===== config.mk =====
export PLATFORM = sky130hd
export DESIGN_NAME = axis_frame_sequencer
export DESIGN_NICKNAME = d
export VERILOG_FILES = /design/src/rtl/axis_frame_sequencer.sv
export SDC_FILE = /design/constraint.sdc
export NUM_CORES = 1
export LEC_CHECK = 0
export CORE_AREA = 2 2 105 107
export CTS_BUF_LIST = sky130_fd_sc_hd__clkbuf_4 sky130_fd_sc_hd__clkbuf_8
export DETAILED_ROUTE_END_ITERATION = 12
export DIE_AREA = 0 0 107 109
export PLACE_DENSITY_LB_ADDON = 0.25
export REMOVE_ABC_BUFFERS = 1
export SETUP_SLACK_MARGIN = 0.3
export SLEW_MARGIN = 0
export SYNTH_ARGS = -nofsm -noshare
export SYNTH_HDL_FRONTEND = slang
export SYNTH_SLANG_ARGS = --single-unit

===== constraint.sdc =====
create_clock -name clk -period 4 [get_ports clk]
set_input_delay 1.2 -clock clk [delete_from_list [all_inputs] [get_ports clk]]
set_output_delay 1.2 -clock clk [all_outputs]
set_load 0.005 [all_outputs]

===== src/rtl/axis_frame_sequencer.sv =====
// axis_frame_sequencer
// Sits between a free-running AXI-Stream test source and a DMA S2MM input.
// It gates the source handshake, splits the stream into frames of a
// programmed beat length with a locally generated tlast, and inserts an idle
// gap between frames. It stops after a programmed frame count, or at the next
// frame boundary when stop is requested.
//
// Optional feature macro: AXIS_SEQ_TLAST_CHECK_EN
//   When defined, every RUN handshake compares the source tlast with the
//   generated tlast. Any mismatch sets a sticky err flag, which is cleared by
//   the next accepted start or by reset. Without the macro, err is tied to 0
//   and no compare logic is built.

module axis_frame_sequencer #(
    parameter int DATA_WIDTH = 32,
    parameter int KEEP_WIDTH = 1,
    parameter int LEN_WIDTH  = 16,
    parameter int FRM_WIDTH  = 16,
    parameter int GAP_WIDTH  = 8
) (
    input  logic                  clk,
    input  logic                  rst,

    input  logic                  start,
    input  logic                  stop,
    input  logic [LEN_WIDTH-1:0]  cfg_frame_len,
    input  logic [FRM_WIDTH-1:0]  cfg_num_frames,
    input  logic [GAP_WIDTH-1:0]  cfg_gap,

    input  logic                  s_axis_tvalid,
    output logic                  s_axis_tready,
    input  logic [DATA_WIDTH-1:0] s_axis_tdata,
    input  logic [KEEP_WIDTH-1:0] s_axis_tkeep,
    input  logic                  s_axis_tlast,

    output logic                  m_axis_tvalid,
    input  logic                  m_axis_tready,
    output logic [DATA_WIDTH-1:0] m_axis_tdata,
    output logic [KEEP_WIDTH-1:0] m_axis_tkeep,
    output logic                  m_axis_tlast,

    output logic                  busy,
    output logic                  done,
    output logic [FRM_WIDTH-1:0]  frame_cnt,
    output logic                  err
);

    // Width-exact constants. These keep the counter arithmetic free of
    // implicit width extension.
    localparam logic [LEN_WIDTH-1:0] LEN_ZERO = '0;
    localparam logic [LEN_WIDTH-1:0] LEN_ONE  = LEN_WIDTH'(1);
    localparam logic [FRM_WIDTH-1:0] FRM_ZERO = '0;
    localparam logic [FRM_WIDTH-1:0] FRM_ONE  = FRM_WIDTH'(1);
    localparam logic [GAP_WIDTH-1:0] GAP_ZERO = '0;
    localparam logic [GAP_WIDTH-1:0] GAP_ONE  = GAP_WIDTH'(1);

    typedef enum logic [1:0] {
        S_IDLE = 2'd0,
        S_RUN  = 2'd1,
        S_GAP  = 2'd2
    } state_t;

    // ------------------------------------------------------------------
    // State and shadow configuration
    // ------------------------------------------------------------------
    state_t               state_q;
    logic [LEN_WIDTH-1:0] last_beat_q;   // index of the tlast beat (len-1, len=0 -> 0)
    logic [FRM_WIDTH-1:0] num_frames_q;  // 0 = continuous
    logic [GAP_WIDTH-1:0] gap_q;
    logic [LEN_WIDTH-1:0] beat_cnt_q;
    logic [FRM_WIDTH-1:0] frame_cnt_q;
    logic [GAP_WIDTH-1:0] gap_cnt_q;
    logic                 stop_pend_q;
    logic                 done_q;

    // Next-value helpers
    logic [LEN_WIDTH-1:0] last_beat_d;
    logic [LEN_WIDTH-1:0] beat_cnt_d;
    logic [FRM_WIDTH-1:0] frame_cnt_d;
    logic [GAP_WIDTH-1:0] gap_cnt_d;

    // Datapath qualifiers
    logic in_run;
    logic tlast_gen;
    logic beat_hs;
    logic count_reached;
    logic stop_now;

    // Compute counter increments and frame-boundary qualifiers.
    always_comb begin
        last_beat_d   = (cfg_frame_len == LEN_ZERO) ? LEN_ZERO
                                                    : (cfg_frame_len - LEN_ONE);
        beat_cnt_d    = beat_cnt_q + LEN_ONE;
        frame_cnt_d   = frame_cnt_q + FRM_ONE;
        gap_cnt_d     = gap_cnt_q - GAP_ONE;
        in_run        = (state_q == S_RUN);
        tlast_gen     = in_run && (beat_cnt_q == last_beat_q);
        beat_hs       = in_run && s_axis_tvalid && m_axis_tready;
        count_reached = (num_frames_q != FRM_ZERO) && (frame_cnt_d == num_frames_q);
        // A stop arriving with the final beat of a frame ends the run there.
        stop_now      = stop_pend_q || stop;
    end

    // ------------------------------------------------------------------
    // Stream path: zero latency. Handshakes pass only while in RUN, so the
    // source holds its data in IDLE and GAP.
    // ------------------------------------------------------------------
    assign m_axis_tvalid = in_run && s_axis_tvalid;
    assign s_axis_tready = in_run && m_axis_tready;
    assign m_axis_tdata  = s_axis_tdata;
    assign m_axis_tkeep  = s_axis_tkeep;
    assign m_axis_tlast  = tlast_gen;

    assign busy      = (state_q != S_IDLE);
    assign done      = done_q;
    assign frame_cnt = frame_cnt_q;

    // Sequencer FSM: handles start/stop control, beat and frame counting,
    // and the inter-frame gap.
    always_ff @(posedge clk or posedge rst) begin
        if (rst) begin
            state_q      <= S_IDLE;
            last_beat_q  <= LEN_ZERO;
            num_frames_q <= FRM_ZERO;
            gap_q        <= GAP_ZERO;
            beat_cnt_q   <= LEN_ZERO;
            frame_cnt_q  <= FRM_ZERO;
            gap_cnt_q    <= GAP_ZERO;
            stop_pend_q  <= 1'b0;
            done_q       <= 1'b0;
        end else begin
            done_q <= 1'b0;
            case (state_q)
                S_IDLE: begin
                    // stop is ignored here. A coincident start wins.
                    if (start) begin
                        last_beat_q  <= last_beat_d;
                        num_frames_q <= cfg_num_frames;
                        gap_q        <= cfg_gap;
                        beat_cnt_q   <= LEN_ZERO;
                        frame_cnt_q  <= FRM_ZERO;
                        gap_cnt_q    <= GAP_ZERO;
                        stop_pend_q  <= 1'b0;
                        state_q      <= S_RUN;
                    end
                end

                S_RUN: begin
                    if (stop) begin
                        stop_pend_q <= 1'b1;
                    end
                    if (beat_hs) begin
                        if (tlast_gen) begin
                            beat_cnt_q  <= LEN_ZERO;
                            frame_cnt_q <= frame_cnt_d;
                            if (count_reached || stop_now) begin
                                state_q     <= S_IDLE;
                                done_q      <= 1'b1;
                                stop_pend_q <= 1'b0;
                            end else if (gap_q == GAP_ZERO) begin
                                state_q <= S_RUN;
                            end else begin
                                gap_cnt_q <= gap_q;
                                state_q   <= S_GAP;
                            end
                        end else begin
                            beat_cnt_q <= beat_cnt_d;
                        end
                    end
                end

                S_GAP: begin
                    // Between frames, a stop takes effect at once.
                    if (stop) begin
                        state_q <= S_IDLE;
                        done_q  <= 1'b1;
                    end else if (gap_cnt_q == GAP_ONE) begin
                        state_q <= S_RUN;
                    end else begin
                        gap_cnt_q <= gap_cnt_d;
                    end
                end

                default: begin
                    state_q <= S_IDLE;
                end
            endcase
        end
    end

`ifdef AXIS_SEQ_TLAST_CHECK_EN
    logic err_q;

    // Sticky flag set when the source frame boundary disagrees with ours.
    always_ff @(posedge clk or posedge rst) begin
        if (rst) begin
            err_q <= 1'b0;
        end else if ((state_q == S_IDLE) && start) begin
            err_q <= 1'b0;
        end else if (beat_hs && (s_axis_tlast != tlast_gen)) begin
            err_q <= 1'b1;
        end
    end

    assign err = err_q;
`else
    // The source tlast is not used when the checker is absent.
    logic unused_s_tlast;
    assign unused_s_tlast = s_axis_tlast;
    assign err            = 1'b0;
`endif

endmodule


==> flow_summary.json <==
{
  "period_share_pct": 89.1,
  "fin_cells": 742,
  "period_minus_slack_ns": 3.56,
  "first_iter_violations": 357,
  "grt_setup_unrepaired": "false",
  "first_pass_iters": 7,
  "htreeDepth": 3,
  "finalWorstSetupSlack_ns": 0.436,
  "worstSetupStartpointType": "input pin",
  "arrival_ns": 2.36,
  "p_leak_nw": 2.38,
  "vdd_ir_drop_max_mv": 0.224,
  "fin_skew_ns": 0.0177,
  "dpl.hpwl_um": 9580,
  "synth_edf_count": 0,
  "grt_pass1_wl_um": 21400,
  "tightest_slew_ns": 0.659,
  "finalHoldViolCount": 0,
  "post_cts_resized": 0,
  "dieArea_mm2": 0.0117,
  "post-cts-setup-buffers": 0,
  "async_flop_share_pct": 100,
  "portBuffers": 66,
  "numCtsBuffers": 9,
  "via_count": 4291,
  "syn-mean-instance-area_um2": 9.19,
  "area_delta_synth_final_pct": 14.2,
  "syn_area_mm2": 0.00524,
  "slew_headroom_pct": 56.0,
  "worstSkewPairLatency_ns": 0.38,
  "diodes": 0,
  "status": "completed",
  "ys.warnings.count": 0,
  "power.density_mw_per_mm2": 555,
  "grt_max_degree": 49,
  "whs_path_depth": 1,
  "cts_tree": "done",
  "fmax_mhz": 281,
  "crit_required_ns": 2.80,
  "finalPower_mw": 3.31,
  "track_usage_pct": 23.7,
  "finalMaxSlewViolations": 0,
  "hold_class": "flip-flop to flip-flop",
  "wl_per_cell_um": 17.7,
  "coreArea_mm2": 0.0106,
  "place_congestion": 0.896,
  "reg2regPathDepth": 9,
  "dpl_worst_slack_ns": 0.273,
  "final_nets": 686,
  "setup_viol": 0,
  "cp_max_fo": 3,
  "die_w_um": 107,
  "synth-seq-cells": 84,
  "cts_hold_buf": 0,
  "vias_per_cell": 5.78,
  "drc_errors": 0,
  "fin_setup_tns_ns": 0,
  "io_pins": 135,
  "ys.flop_type": "dfrtp_1",
  "fp.dieH_um": 109,
  "clock-sinks": 84,
  "crit_type": "input pin to output pin",
  "start_util_pct": 49.4,
  "post_synth_inst_count": 570,
  "clockRootBuffer": "clkbuf_8",
  "critPathCaptureType": "output pin",
  "dpl.cell_count": 726,
  "gr-total-overflow": 0,
  "cap_violations": 0,
  "synth_cell_types": 57,
  "ant_nets": 0,
  "num_rows": 38,
  "drt-total-wl_um": 13100,
  "final_layout_size_suffix_gt1_share_pct": 10.5,
  "cts_max_path_buffers": 2,
  "grt_pass1_vias": 4205,
  "antenna_found_initial": 0,
  "yosysSeqAreaShare_pct": 40.1,
  "fill_cells": 938,
  "clk_pin_slew_worst_paths_ns": 0.09
}
[metal layers]
metal	GRT usage (%)	share of wire, %	up-vias
li1	-	-	2034
met4	9.37	1.6	0
met3	7.17	8.4	24
met5	4.91	0	-
met2	36.6	46	146
met1	30.8	44	2087
[report_power, final]
part           total (mW)  leakage, nW  internal (mW)  switching, mW
logic                1.32         1.21          0.632          0.685
registers            1.37         1.08           1.11          0.263
clock network       0.629       0.0923          0.292          0.337
[path summary, 6_finish.rpt]
path / start / endpoint / slack (ns)
min reg2reg: stop_pend_q / stop_pend_q / 0.50
min: stop_pend_q / stop_pend_q / 0.50
max: s_axis_tvalid / m_axis_tvalid / 0.44
min in group asynchronous: rst / state_q[1] / 1.22
max in group asynchronous: rst / num_frames_q[2] / 2.11
max reg2reg: frame_cnt[0] / state_q[0] / 0.80
[layout make-up]
class	instances	area [um2]	area share (%)
Clock buffer	9	124	2.07
Clock inverter	7	75.1	1.26
Inverter	24	91.3	1.53
Multi-Input combinational cell	402	2660	44.5
Sequential cell	84	2100	35.2
Tap cell	140	175	2.93
Timing Repair Buffer	76	748	12.5
[critical path: stages]
cell	delay, ns
clkdlybuf4s50_1	0.52
and2_1	0.14
clkdlybuf4s50_1	0.50
[cell families (layout without fill, tap and decap cells)]
group                      after synthesis  in the layout  share of synthesized area [%]
adders and majority gates                9              9                           2.15
DFF                                     84             84                           40.1
AOI/OAI and AO/OA                      111            111                           13.4
muxes                                   25             25                           5.35
xor gates and xnor gates                62             62                           10.4
and+or+nand+nor                        194            194                           19.5
buffers and inverters                   84            116                           9.01
other                                    1              1                         0.0716
[through the flow]
stage | instance area, um2 | utilization [%] | hold WS [ns]
2_1_floorplan | 4850 | - | 0.466
3_3_place_gp | 5780 | 54.5 | 0.480
3_5_place_dp | 5780 | 54.5 | 0.482
4_1_cts | 5980 | 56.4 | 0.502
5_1_grt | 5980 | 56.4 | 0.538
6_report | 5980 | 56.4 | 0.497
[placed cells by master, fill, tap and decap left out, types with 9 or more instances in the layout]
master / synthesis / final
nor4_1: 14 / 14
clkbuf_8: 0 / 9
nor2_1: 33 / 33
ha_1: 9 / 9
mux2_2: 24 / 24
nand3_1: 21 / 21
clkdlybuf4s50_1: 0 / 66
xor2_1: 19 / 19
dfrtp_1: 84 / 84
o21ai_0: 54 / 54
buf_4: 37 / 9
xnor2_1: 43 / 43
inv_1: 24 / 23
nand4_1: 15 / 15
nand2_1: 58 / 58
a21oi_1: 11 / 11
[synth_stat cells, types with 2 or more instances]
master    count  area (um2)
or2_2         3        18.8
buf_1         2        7.51
nor3_1        8        40.0
buf_2         7        35.0
nand3_1      21         105
o211ai_1      3        22.5
nor4_1       14        87.6
xnor2_1      43         377
a21oi_1      11        55.1
and4_1        6        52.6
o41ai_1       6        52.6
nand4_2       2        25.0
inv_1        24        90.1
clkbuf_1     12        45.0
o22ai_1       2        12.5
o31ai_1       8        60.1
dfrtp_1      84        2100
nand2_1      58         218
ha_1          9         113
nor3b_1       2        15.0
a211oi_1      2        15.0
and3_1        8        50.1
nand4_1      15        93.8
or4_1         5        37.5
o21ai_0      54         270
nand2b_1      2        12.5
a32o_1        3        30.0
a21o_1        3        22.5
mux2_2       24         270
nor2_1       33         124
a22o_1        2        17.5
nor2b_1       3        18.8
and2_1        3        18.8
a31oi_1       5        31.3
xor2_1       19         166
buf_4        37         278
or3_1         6        37.5
a21boi_1      2        15.0
[sequential cells by signal, indices dropped and copies added (netlist names)]
name and cells:
beat_cnt_q 16, done 1, frame_cnt 16, gap_cnt_q 8, gap_q 8, last_beat_q 16, num_frames_q 16, state_q 2
stop_pend_q 1
Power figures use the tool's default switching activity.
